## config.mk

```make
export PLATFORM = sky130hd
export DESIGN_NAME = fetch_stage
export DESIGN_NICKNAME = d
export VERILOG_FILES = /design/src/rtl/fetch_stage.sv
export SDC_FILE = /design/constraint.sdc
export NUM_CORES = 1
export LEC_CHECK = 0
export ABC_AREA = 1
export CAP_MARGIN = 10
export CORE_UTILIZATION = 50
export CTS_CLUSTER_DIAMETER = 80
export DETAILED_ROUTE_END_ITERATION = 10
export HOLD_SLACK_MARGIN = 0.1
export PLACE_DENSITY = 0.84
export SYNTH_ARGS = -nofsm -noshare
export SYNTH_HDL_FRONTEND = slang
export SYNTH_SLANG_ARGS = --single-unit
```

## constraint.sdc

```tcl
create_clock -name CLK -period 9.9 [get_ports CLK]
set_input_delay 1.485 -clock CLK [delete_from_list [all_inputs] [get_ports CLK]]
set_output_delay 1.485 -clock CLK [all_outputs]
set_load 0.1 [all_outputs]
```

## src/rtl/fetch_stage.sv

```systemverilog
// Instruction-fetch stage: PC generation, I-mem request, fetch queue and DE latch.
// Optional fetch-time JAL prediction is built when FETCH_PREDICT_JAL_EN is defined.
module fetch_stage #(
    parameter logic [31:0] RESET_PC = 32'h0000_0000,
    parameter int unsigned QDEPTH   = 2
) (
    input  logic        CLK,
    input  logic        RST,
    output logic        IM_REQ,
    output logic [31:0] IM_ADDR,
    input  logic [31:0] IM_DATA,
    input  logic        STALL,
    input  logic        REDIRECT,
    input  logic [31:0] REDIRECT_PC,
    output logic [31:0] DE_PC,
    output logic [31:0] DE_IR,
    output logic        DE_V,
    output logic        DE_PRED,
    output logic        HALTED
);

    localparam int unsigned XLEN  = 32;
    localparam int unsigned PTR_W = $clog2(QDEPTH);
    localparam int unsigned CNT_W = $clog2(QDEPTH + 1);
    localparam int unsigned SUM_W = CNT_W + 1;

    localparam logic [XLEN-1:0]  INSN_NOP    = 32'h0000_0013;
    localparam logic [XLEN-1:0]  INSN_ECALL  = 32'h0000_0073;
    localparam logic [XLEN-1:0]  INSN_EBREAK = 32'h0010_0073;
    localparam logic [PTR_W-1:0] PTR_LAST    = PTR_W'(QDEPTH - 1);

    typedef struct packed {
        logic [XLEN-1:0] pc;
        logic [XLEN-1:0] ir;
        logic            pred;
    } fq_entry_t;

    logic [XLEN-1:0]  fpc_q, fpc_d;
    logic             infl_v_q, infl_v_d;
    logic [XLEN-1:0]  infl_pc_q, infl_pc_d;
    logic             infl_kill_q, infl_kill_d;
    fq_entry_t        fq_q [QDEPTH];
    fq_entry_t        fq_d [QDEPTH];
    logic [PTR_W-1:0] head_q, head_d;
    logic [PTR_W-1:0] tail_q, tail_d;
    logic [CNT_W-1:0] count_q, count_d;
    logic [XLEN-1:0]  de_pc_q, de_pc_d;
    logic [XLEN-1:0]  de_ir_q, de_ir_d;
    logic             de_v_q, de_v_d;
    logic             de_pred_q, de_pred_d;
    logic             halted_q, halted_d;

    logic             im_req_c;
    logic             live_c;
    logic             sys_c;
    logic             pred_c;
    logic             push_c;
    logic             pop_c;
    fq_entry_t        resp_c;

    function automatic logic [PTR_W-1:0] ptr_inc(input logic [PTR_W-1:0] p);
        return (p == PTR_LAST) ? '0 : p + PTR_W'(1);
    endfunction

`ifdef FETCH_PREDICT_JAL_EN
    localparam logic [6:0] OPC_JAL = 7'b110_1111;
    logic [XLEN-1:0] jal_tgt_c;

    assign jal_tgt_c = infl_pc_q + {{12{IM_DATA[31]}}, IM_DATA[19:12], IM_DATA[20],
                                    IM_DATA[30:21], 1'b0};
`endif

    // Occupancy counts the in-flight word so a response can always be queued.
    assign im_req_c = !RST && !halted_q && !REDIRECT &&
                      ((SUM_W'(count_q) + SUM_W'(infl_v_q)) < SUM_W'(QDEPTH));

    always_comb begin
        live_c = infl_v_q && !infl_kill_q;
        sys_c  = live_c && ((IM_DATA == INSN_ECALL) || (IM_DATA == INSN_EBREAK));
`ifdef FETCH_PREDICT_JAL_EN
        pred_c = live_c && (IM_DATA[6:0] == OPC_JAL);
`else
        pred_c = 1'b0;
`endif
        resp_c.pc   = infl_pc_q;
        resp_c.ir   = IM_DATA;
        resp_c.pred = pred_c;
    end

    always_comb begin
        fpc_d       = fpc_q;
        infl_v_d    = 1'b0;
        infl_pc_d   = infl_pc_q;
        infl_kill_d = 1'b0;
        fq_d        = fq_q;
        head_d      = head_q;
        tail_d      = tail_q;
        count_d     = count_q;
        de_pc_d     = de_pc_q;
        de_ir_d     = de_ir_q;
        de_v_d      = de_v_q;
        de_pred_d   = de_pred_q;
        halted_d    = halted_q;
        pop_c       = !STALL && (count_q != '0);
        push_c      = live_c && (STALL || (count_q != '0));

        // A request racing a halt or a predicted JAL is on the wrong path.
        if (im_req_c) begin
            infl_v_d    = 1'b1;
            infl_pc_d   = fpc_q;
            infl_kill_d = sys_c || pred_c;
            fpc_d       = fpc_q + XLEN'(4);
        end
`ifdef FETCH_PREDICT_JAL_EN
        if (pred_c) begin
            fpc_d = jal_tgt_c;
        end
`endif
        if (sys_c) begin
            halted_d = 1'b1;
        end

        if (!STALL) begin
            if (pop_c) begin
                de_pc_d   = fq_q[head_q].pc;
                de_ir_d   = fq_q[head_q].ir;
                de_pred_d = fq_q[head_q].pred;
                de_v_d    = 1'b1;
            end else if (live_c) begin
                de_pc_d   = resp_c.pc;
                de_ir_d   = resp_c.ir;
                de_pred_d = resp_c.pred;
                de_v_d    = 1'b1;
            end else begin
                de_v_d    = 1'b0;
            end
        end

        if (push_c) begin
            fq_d[tail_q] = resp_c;
            tail_d       = ptr_inc(tail_q);
        end
        if (pop_c) begin
            head_d = ptr_inc(head_q);
        end
        count_d = count_q + CNT_W'(push_c) - CNT_W'(pop_c);

        // Redirect discards everything younger than the redirecting instruction.
        if (REDIRECT) begin
            head_d      = '0;
            tail_d      = '0;
            count_d     = '0;
            infl_v_d    = 1'b0;
            infl_kill_d = 1'b0;
            de_v_d      = 1'b0;
            de_pred_d   = 1'b0;
            fpc_d       = REDIRECT_PC;
            halted_d    = 1'b0;
        end
    end

    always_ff @(posedge CLK) begin
        if (RST) begin
            fpc_q       <= RESET_PC;
            infl_v_q    <= 1'b0;
            infl_pc_q   <= '0;
            infl_kill_q <= 1'b0;
            head_q      <= '0;
            tail_q      <= '0;
            count_q     <= '0;
            de_pc_q     <= '0;
            de_ir_q     <= INSN_NOP;
            de_v_q      <= 1'b0;
            de_pred_q   <= 1'b0;
            halted_q    <= 1'b0;
        end else begin
            fpc_q       <= fpc_d;
            infl_v_q    <= infl_v_d;
            infl_pc_q   <= infl_pc_d;
            infl_kill_q <= infl_kill_d;
            head_q      <= head_d;
            tail_q      <= tail_d;
            count_q     <= count_d;
            de_pc_q     <= de_pc_d;
            de_ir_q     <= de_ir_d;
            de_v_q      <= de_v_d;
            de_pred_q   <= de_pred_d;
            halted_q    <= halted_d;
        end
    end

    // Queue payload needs no reset; occupancy is tracked by count/head/tail.
    always_ff @(posedge CLK) begin
        fq_q <= fq_d;
    end

    assign IM_REQ  = im_req_c;
    assign IM_ADDR = fpc_q;
    assign DE_PC   = de_pc_q;
    assign DE_IR   = de_ir_q;
    assign DE_V    = de_v_q;
    assign DE_PRED = de_pred_q;
    assign HALTED  = halted_q;

endmodule

```

Word level (Yosys, flattened, before mapping)
Cells that the tools add are included.
{ "totals": {"ff_bits": 267, "in_bits": 68, "out_inout_bits": 100, "wordCells": 74} }
{ "classes": {"add_sub_neg": 6, "order_cmp": 4, "eq_ne": 2, "mux": 19, "bitwise_logic": 4, "reduce_logical": 21} }
{ "op_table": {"columns": ["op", "count"], "rows": [
  ["$mux W65", 4],
  ["$mux W32", 6],
  ["$bwmux W130", 1],
  ["$demux W65 S1", 1],
  ["$add A32 B3 Y32 const B", 1],
  ["$eq A32 B21 Y1 const B", 1],
  ["$eq A32 B7 Y1 const B", 1],
  ["$logic_and A1 B1 Y1", 8],
  ["$mux W1", 7],
  ["$reduce_bool A2 Y1", 3],
  ["$logic_not A1 Y1", 5],
  ["$ge A2 B2 Y1 const B", 2],
  ["$not A1 Y2", 2],
  ["$add A2 B1 Y3", 1],
  ["$lt A3 B2 Y1 const B", 1],
  ["$reduce_or A3 Y1", 1],
  ["$add A1 B1 Y1 const B", 2],
  ["$add A2 B1 Y2", 1],
  ["$logic_or A1 B1 Y1", 2],
  ["$lt A2 B1 Y1 const B", 1],
  ["$not A1 Y1", 2],
  ["$reduce_and A2 Y1", 1],
  ["$reduce_or A2 Y1", 1],
  ["$sub A2 B1 Y2", 1]
]} }

Logic depth before layout (Yosys ltp)
Gate-level depths: netlist of the first run.
{ "logic_depth": {"depth_word": 6, "ltp_mapped": 11, "depth_no_buf": 11} }

Worst setup path before layout of the first run
OpenSTA, ideal clock, no wires.
{ "synth_timing": {"kind": "input to register", "startpoint": "input STALL", "endpoint": "register fq_q[10] (netlist name), enable pin", "arrival_ps": 4451, "t_required_ps": 9413, "setup_slack_ps": 4961, "cell_stages": 4, "path_buffers": 0, "cell_sequence": "inv_1 a21oi_1 inv_1 nor2_1"} }
{ "synth_via": {"elab_chain_cells": 2} }
{ "synth_rtl": {"columns": ["item", "line_no", "rtl"], "rows": [
  ["from (decl)", "12", "input logic STALL,"],
  ["$logic_or A1 B1 Y1", "105", "push_c = live_c && (STALL || (count_q != '0));"],
  ["$logic_and A1 B1 Y1", "105", null],
  ["to (signal assigned)", "194", "fq_q <= fq_d;"],
  ["to (decl)", "42", "fq_entry_t fq_q [QDEPTH];"]
]} }
No other way between the ends.
A chain may end at the register's enable or synchronous reset.

Worst setup path in the final report of the first run
{ "layout_timing": {"startpoint": "input REDIRECT", "endpoint": "output IM_REQ"} }
{ "layout_via": {"elab_chain_cells": 3} }
{ "layout_rtl": {"columns": ["item", "line_no", "rtl"], "rows": [
  ["from (decl)", "13", "input logic REDIRECT,"],
  ["$logic_not A1 Y1", "74", "assign im_req_c = !RST && !halted_q && !REDIRECT &&"],
  ["$logic_and A1 B1 Y1 (2 in series)", "74", null],
  ["to (decl)", "9", "output logic IM_REQ,"]
]} }
No other way between the ends.

==> results of run 1 <==
[per-layer routing]
layer	GRT usage (%)	wire (um)	part of all wire, %
met1	34.3	11600	39
met2	44.2	14300	48
met3	3.88	2990	10
met4	7.98	784	2.6
met5	0	0	0
[logic make-up after synthesis]
group	synth area share (%)
buffers and inverters	7.01
XOR/XNOR	0.318
AND/OR/NAND/NOR	16.1
AO/OA/AOI/OAI	16.6
flip-flops	59.6
adder cells (fa/ha/maj)	0.341
other	0.0340
[synth_stat cells (4+ instances only)]
master    instances  area, sq um
or2_2            22          138
a211oi_1          4         30.0
nand2_1         157          589
buf_2            24          120
o21ai_0         112          561
a31oi_1          33          206
nor2_1          144          541
nor2_2            5         31.3
nand4_1           8         50.1
a21oi_1         100          500
buf_6             6         67.6
edfxtp_1        128         3840
inv_1           102          383
o211ai_1         64          480
buf_4            10         75.1
nand3_1          45          225
dfxtp_1         136         2720
nor3_1            7         35.0
xnor2_1           4         35.0
nor2_4            6         67.6
clkbuf_1         28          105
[flip-flops by register name, indices dropped and copies added, names as in the netlist]
register     flops
fq_q           128
DE_IR           32
DE_PC           32
IM_ADDR         32
infl_pc_q       32
count_q          2
DE_V             1
HALTED           1
head_q           1
infl_kill_q      1
infl_v_q         1
tail_q           1
[placed cells by master, fill, tap and decap left out, types with 5 or more instances in the layout]
cell | Yosys | routed
clkdlybuf4s50_1 | 0 | 165
or2_2 | 22 | 22
edfxtp_1 | 128 | 128
o211ai_1 | 64 | 64
nor2_1 | 144 | 142
a31oi_1 | 33 | 33
a21oi_1 | 100 | 99
clkbuf_16 | 0 | 29
nor2_4 | 6 | 9
nand2_1 | 157 | 157
buf_4 | 10 | 12
nor3_1 | 7 | 7
inv_1 | 102 | 102
clkbuf_8 | 0 | 5
nand3_1 | 45 | 45
nand4_1 | 8 | 8
bufinv_16 | 0 | 5
dfxtp_1 | 136 | 135
o21ai_0 | 112 | 112
[report_power, final]
part	leakage [nW]	switching, mW	internal [mW]
combinational	2.13	0.294	0.101
sequential	2.30	0.0351	1.19
clock	0.484	0.409	0.696
[area by class of cell]
cell class | count | share of cell area (%)
multi-input combinational | 732 | 27.0
clock buffer | 38 | 5.88
tap | 275 | 2.50
inverter | 106 | 2.89
antenna | 1 | 0.0182
timing repair buffer | 178 | 12.7
sequential | 264 | 47.7
clock inverter | 10 | 1.28
[worst min path at each step]
stage                       start   endpoint  slack (ns)  cells past startpoint
finish              infl_pc_q[20]  fq_q[118]        0.45                      0
global route         infl_pc_q[3]  fq_q[101]        0.46                      0
CTS                 infl_pc_q[16]  fq_q[114]        0.45                      0
detailed placement   infl_pc_q[1]   fq_q[99]        0.44                      0
global placement     infl_pc_q[3]   fq_q[36]        0.43                      0
floorplan            infl_pc_q[3]  fq_q[101]        0.43                      0
[through the flow]
step	total power, mW	hold slack, ns	utilization, %
floorplan	1.52	0.426	-
global placement	1.63	0.427	60.0
detailed placement	1.64	0.438	60.0
CTS	2.73	0.451	64.6
global route	2.80	0.463	64.6
finish	2.73	0.450	64.6
==> results.ini, run 1 <==
[grt]
grt_antenna_before_repair = 1
track_usage_pct = 26.0
grt-ovfl-total = 0
grt_pass1_vias = 8700
grt_pass1_wl_mm = 45.7
grt_max_degree = 76

[logic_synthesis]
synth_edf_count = 128
netlist_area_sq_um = 11000
netlist_instances = 1172
async_flop_share_pct = 0
ys.flop_type = dfxtp_1
synth_seq_area_share_pct = 59.6
ys_ff_latch = 264
yosys_warnings = 0
avgSynthCellArea_sq_um = 9.41
synth_cell_type_count = 36
syn-num-nets = 1243

[critical_path]
crit_type = input port to output port
r2r_start = count_q[1]
slowest_stage = clkdlybuf4s50_1
cp_slowest_stage_delay_ns = 1.27
cp-startpoint = REDIRECT
r2r-end = DE_IR[22]
critPathArrivalTime_ns = 5.03
endpoint_kind = output port
path_buf_inv = 4
reg2reg_setup_slack_ns = 7.03
crit_end = IM_REQ
ff2ff_path_depth = 7
cp_common_cell = clkdlybuf4s50_1
crit_chain = clkdlybuf4s50_1 > buf_4 > nor2_4 > nand3_4 > inv_2 > clkdlybuf4s50_1
worstSetupStartpointType = input port
crit_fanout = 62
worst-path-stages = 6
crit_required_ns = 8.42
crit_family = buffers and inverters

[sta]
max_freq_mhz = 154
drv_slew = 0
finalSetupTns_ns = 0
fin_skew_ns = 0.00793
setup_viol = 0
fin_crit_ns = 6.51
fin_ws_ns = 3.39
rsz0062_at_grt = false
worst_pin_slew_ns = 1.06
relSlewSlack_pct = 29.0
finalHoldViolCount = 0
fin_crit_sh_pct = 65.8

[placed_design]
globalplace.congestion = 0.905
dpl.hpwl_mm = 18.5
dp_slack_ns = 3.46
dp_cells = 1555
portBuffers = 166
postPlaceCellArea_sq_um = 12800

[routing]
wl_per_cell_um = 18.5
drt-pass1-iter-count = 5
route.detailed.drc = 0
antenna_left = 0
vias = 9147
routed_wirelength_mm = 29.7
first_iter_violations = 860
via_per_inst = 5.70

[pwr]
ir_drop_mv = 0.127
power_density_nw_per_um2 = 198
p_leak_nw = 4.91

[cells_and_area]
drive_above_1_share_pct = 7.98
layout.area.seq_sq_um = 6570
design_area_sq_um = 13800
multi_input_area_sq_um = 3710
fillers = 1587
area_delta_synth_final_pct = 24.8
final_cells = 1604
fin_nets = 1379

[clocking]
clkLatencyLatePin_ns = 0.52
root_buffer = clkbuf_16
cts_setup_buffers = 0
h-tree-depth = 1
post_cts_resized = 0
cts_tree = built
cts_hold_buf = 0
clock_sinks = 264
numCtsBuffers = 26
clk_pin_slew_ns = 0.06
clockBufferDepth = 3

[floorplanning]
io_pins = 168
coreArea_sq_um = 21300
dieHeight_um = 150
die_w_um = 150
die_area_sq_um = 22600
start_util_pct = 51.8
rows = 53

[run]
maxCapViolations = 0

[outcome]
status = finished, final reports clean

[min_path]
hold_class = flop to flop

Note: power is estimated with default switching activity, not from simulation.
==> run 2: changes to the inputs <==
Clock period 9.9 ns to 6.65 ns, I/O delays scaled along.
==> results.ini, run 2 (synthesis gave the netlist of run 1 again) <==
[clocking]
post_cts_resized = 0  ; unchanged
root_buffer = clkbuf_16  ; unchanged
clockBufferDepth = 3  ; unchanged
clkLatencyLatePin_ns = 0.52  ; about the same
clk_pin_slew_ns = 0.06  ; about the same
cts_setup_buffers = 0  ; unchanged
numCtsBuffers = 26  ; unchanged
clock_sinks = 264  ; unchanged
cts_tree = built  ; unchanged
h-tree-depth = 1  ; unchanged
cts_hold_buf = 0  ; unchanged

[routing]
antenna_left = 0  ; unchanged
vias = 9132  ; was 9147
drt-pass1-iter-count = 5  ; unchanged
routed_wirelength_mm = 29.4  ; was 29.7 mm
route.detailed.drc = 0  ; unchanged
first_iter_violations = 897  ; was 860
wl_per_cell_um = 18.3  ; was 18.5 um
via_per_inst = 5.70  ; about the same

[pwr]
switching_power_mw = 1.09  ; was 0.738 mW
p_leak_nw = 4.87  ; was 4.91 nW
p_sw_share_pct = 28.2  ; was 27.1%
p_int_mw = 2.78  ; was 1.99 mW
seqPwrFrac_pct = 47.2  ; was 45.0%
ir_drop_mv = 0.175  ; was 0.127 mV
clockPowerShare_pct = 37.7  ; was 40.6%
pwr-share-comb_pct = 15.1  ; was 14.5%
power_density_nw_per_um2 = 284  ; was 198 nW/um^2

[cells_and_area]
antenna_cells = 0  ; was 1
final_util_pct = 64.0  ; was 64.6%
largest_register = fq_q  ; unchanged
area_delta_synth_final_pct = 23.7  ; was 24.8%
final_cell_mix = 164 x clkdlybuf4s50_1, 157 x nand2_1, 142 x nor2_1  ; was 165 x clkdlybuf4s50_1, 157 x nand2_1, 142 x nor2_1
final_cells = 1603  ; was 1604
drive_above_1_share_pct = 8.21  ; was 7.98%
largest_reg_flops = 128  ; unchanged
fin_nets = 1379  ; unchanged
mostFrequentLayoutCell = clkdlybuf4s50_1  ; unchanged

[sta]
setup_viol = 0  ; unchanged
rsz0062_at_grt = false  ; unchanged
fin_crit_sh_pct = 69.4
finalSetupTns_ns = 0  ; unchanged
finalHoldViolCount = 0  ; unchanged
relSlewSlack_pct = 26.6  ; was 29.0%
max_freq_mhz = 217
fin_skew_ns = 0.00972  ; was 0.00793 ns
drv_slew = 0  ; unchanged
fin_crit_ns = 4.62
worst_pin_slew_ns = 1.10  ; was 1.06 ns

[floorplanning]
rows = 53  ; unchanged
start_util_pct = 51.8  ; unchanged
dieHeight_um = 150  ; unchanged
io_pins = 168  ; unchanged
coreArea_sq_um = 21300  ; unchanged
die_w_um = 150  ; unchanged
die_area_sq_um = 22600  ; unchanged

[grt]
grt_antenna_before_repair = 1  ; unchanged
grt_pass1_wl_mm = 46.0  ; was 45.7 mm
grt-ovfl-total = 0  ; unchanged
grt_max_degree = 84  ; was 76
grt_pass1_vias = 8756  ; was 8700
track_usage_pct = 26.1  ; was 26.0%

[placed_design]
portBuffers = 166  ; unchanged
dp_cells = 1555  ; unchanged
dpl.hpwl_mm = 18.6  ; was 18.5 mm
globalplace.congestion = 0.889  ; was 0.905

[run]
maxCapViolations = 0  ; unchanged

[min_path]
hold_class = flop to flop  ; unchanged

[critical_path]
crit_type = input port to output port  ; unchanged
worstSetupStartpointType = input port  ; unchanged
crit_fanout = 62  ; unchanged
crit_required_ns = 5.65  ; was 8.42 ns
endpoint_kind = output port  ; unchanged
critPathArrivalTime_ns = 3.62  ; was 5.03 ns

[outcome]
status = finished, final reports clean  ; unchanged

## run 2: cell types whose count changed in the layout (fill, tap and decap cells not counted), sizes merged
cell	before	now
buf	13	14
diode	1	0
clkinv	5	9
clkdlybuf4s50	165	164
bufinv	5	1
## run 2: final cells by class
class | count | area [sq um]
clock buffer | 38 | 787
clock inverter | 10 | 75.1
fill | 1648 | 7660
inverter | 106 | 398
multi-input combinational | 732 | 3710
sequential | 264 | 6570
tap | 275 | 344
timing repair buffer | 178 | 1740
## run 2: power groups by stage
stage / registers [mW] / clock network, mW / logic [mW]
3_3_place_gp: 1.86 / 0 / 0.573
3_5_place_dp: 1.86 / 0 / 0.581
5_1_grt: 1.83 / 1.54 / 0.613
6_report: 1.83 / 1.46 / 0.585
4_1_cts: 1.82 / 1.47 / 0.584
2_1_floorplan: 2.11 / 0 / 0.155
## run 2: final timing paths
check | from | endpoint | slack (ns) | depth (start not counted)
max | REDIRECT | IM_REQ | 2.03 | 6
min reg2reg | infl_pc_q[16] | fq_q[49] | 0.45 | 0
min | infl_pc_q[16] | fq_q[49] | 0.45 | 0
max reg2reg | infl_v_q | fq_q[119] | 4.05 | 5
## run 2: stage by stage
stage	power [mW]	cell area (sq um)	worst slack (ns)	hold WS, ns
after floorplan	2.26	11000	2.20	0.426
after global placement	2.43	12800	2.10	0.428
after detailed placement	2.44	12800	2.05	0.439
after CTS	3.88	13600	2.05	0.453
after global routing	3.98	13600	1.90	0.462
final	3.87	13600	2.03	0.452
## run 2: per-layer routing
metal / GRT usage [%] / vias to the layer above / wire length (um)
met5: 0 / - / 0
met3: 2.82 / 46 / 2340
met4: 8.28 / 0 / 665
met2: 43.3 / 436 / 14200
met1: 35.9 / 4348 / 12200
li1: - / 4302 / -
## run 2: worst max-delay path, cell delays in order
cell and delay (ns):
clkdlybuf4s50_1 0.40, buf_4 0.24, nor2_4 0.20, nand3_4 0.56, inv_2 0.78, buf_4 0.41
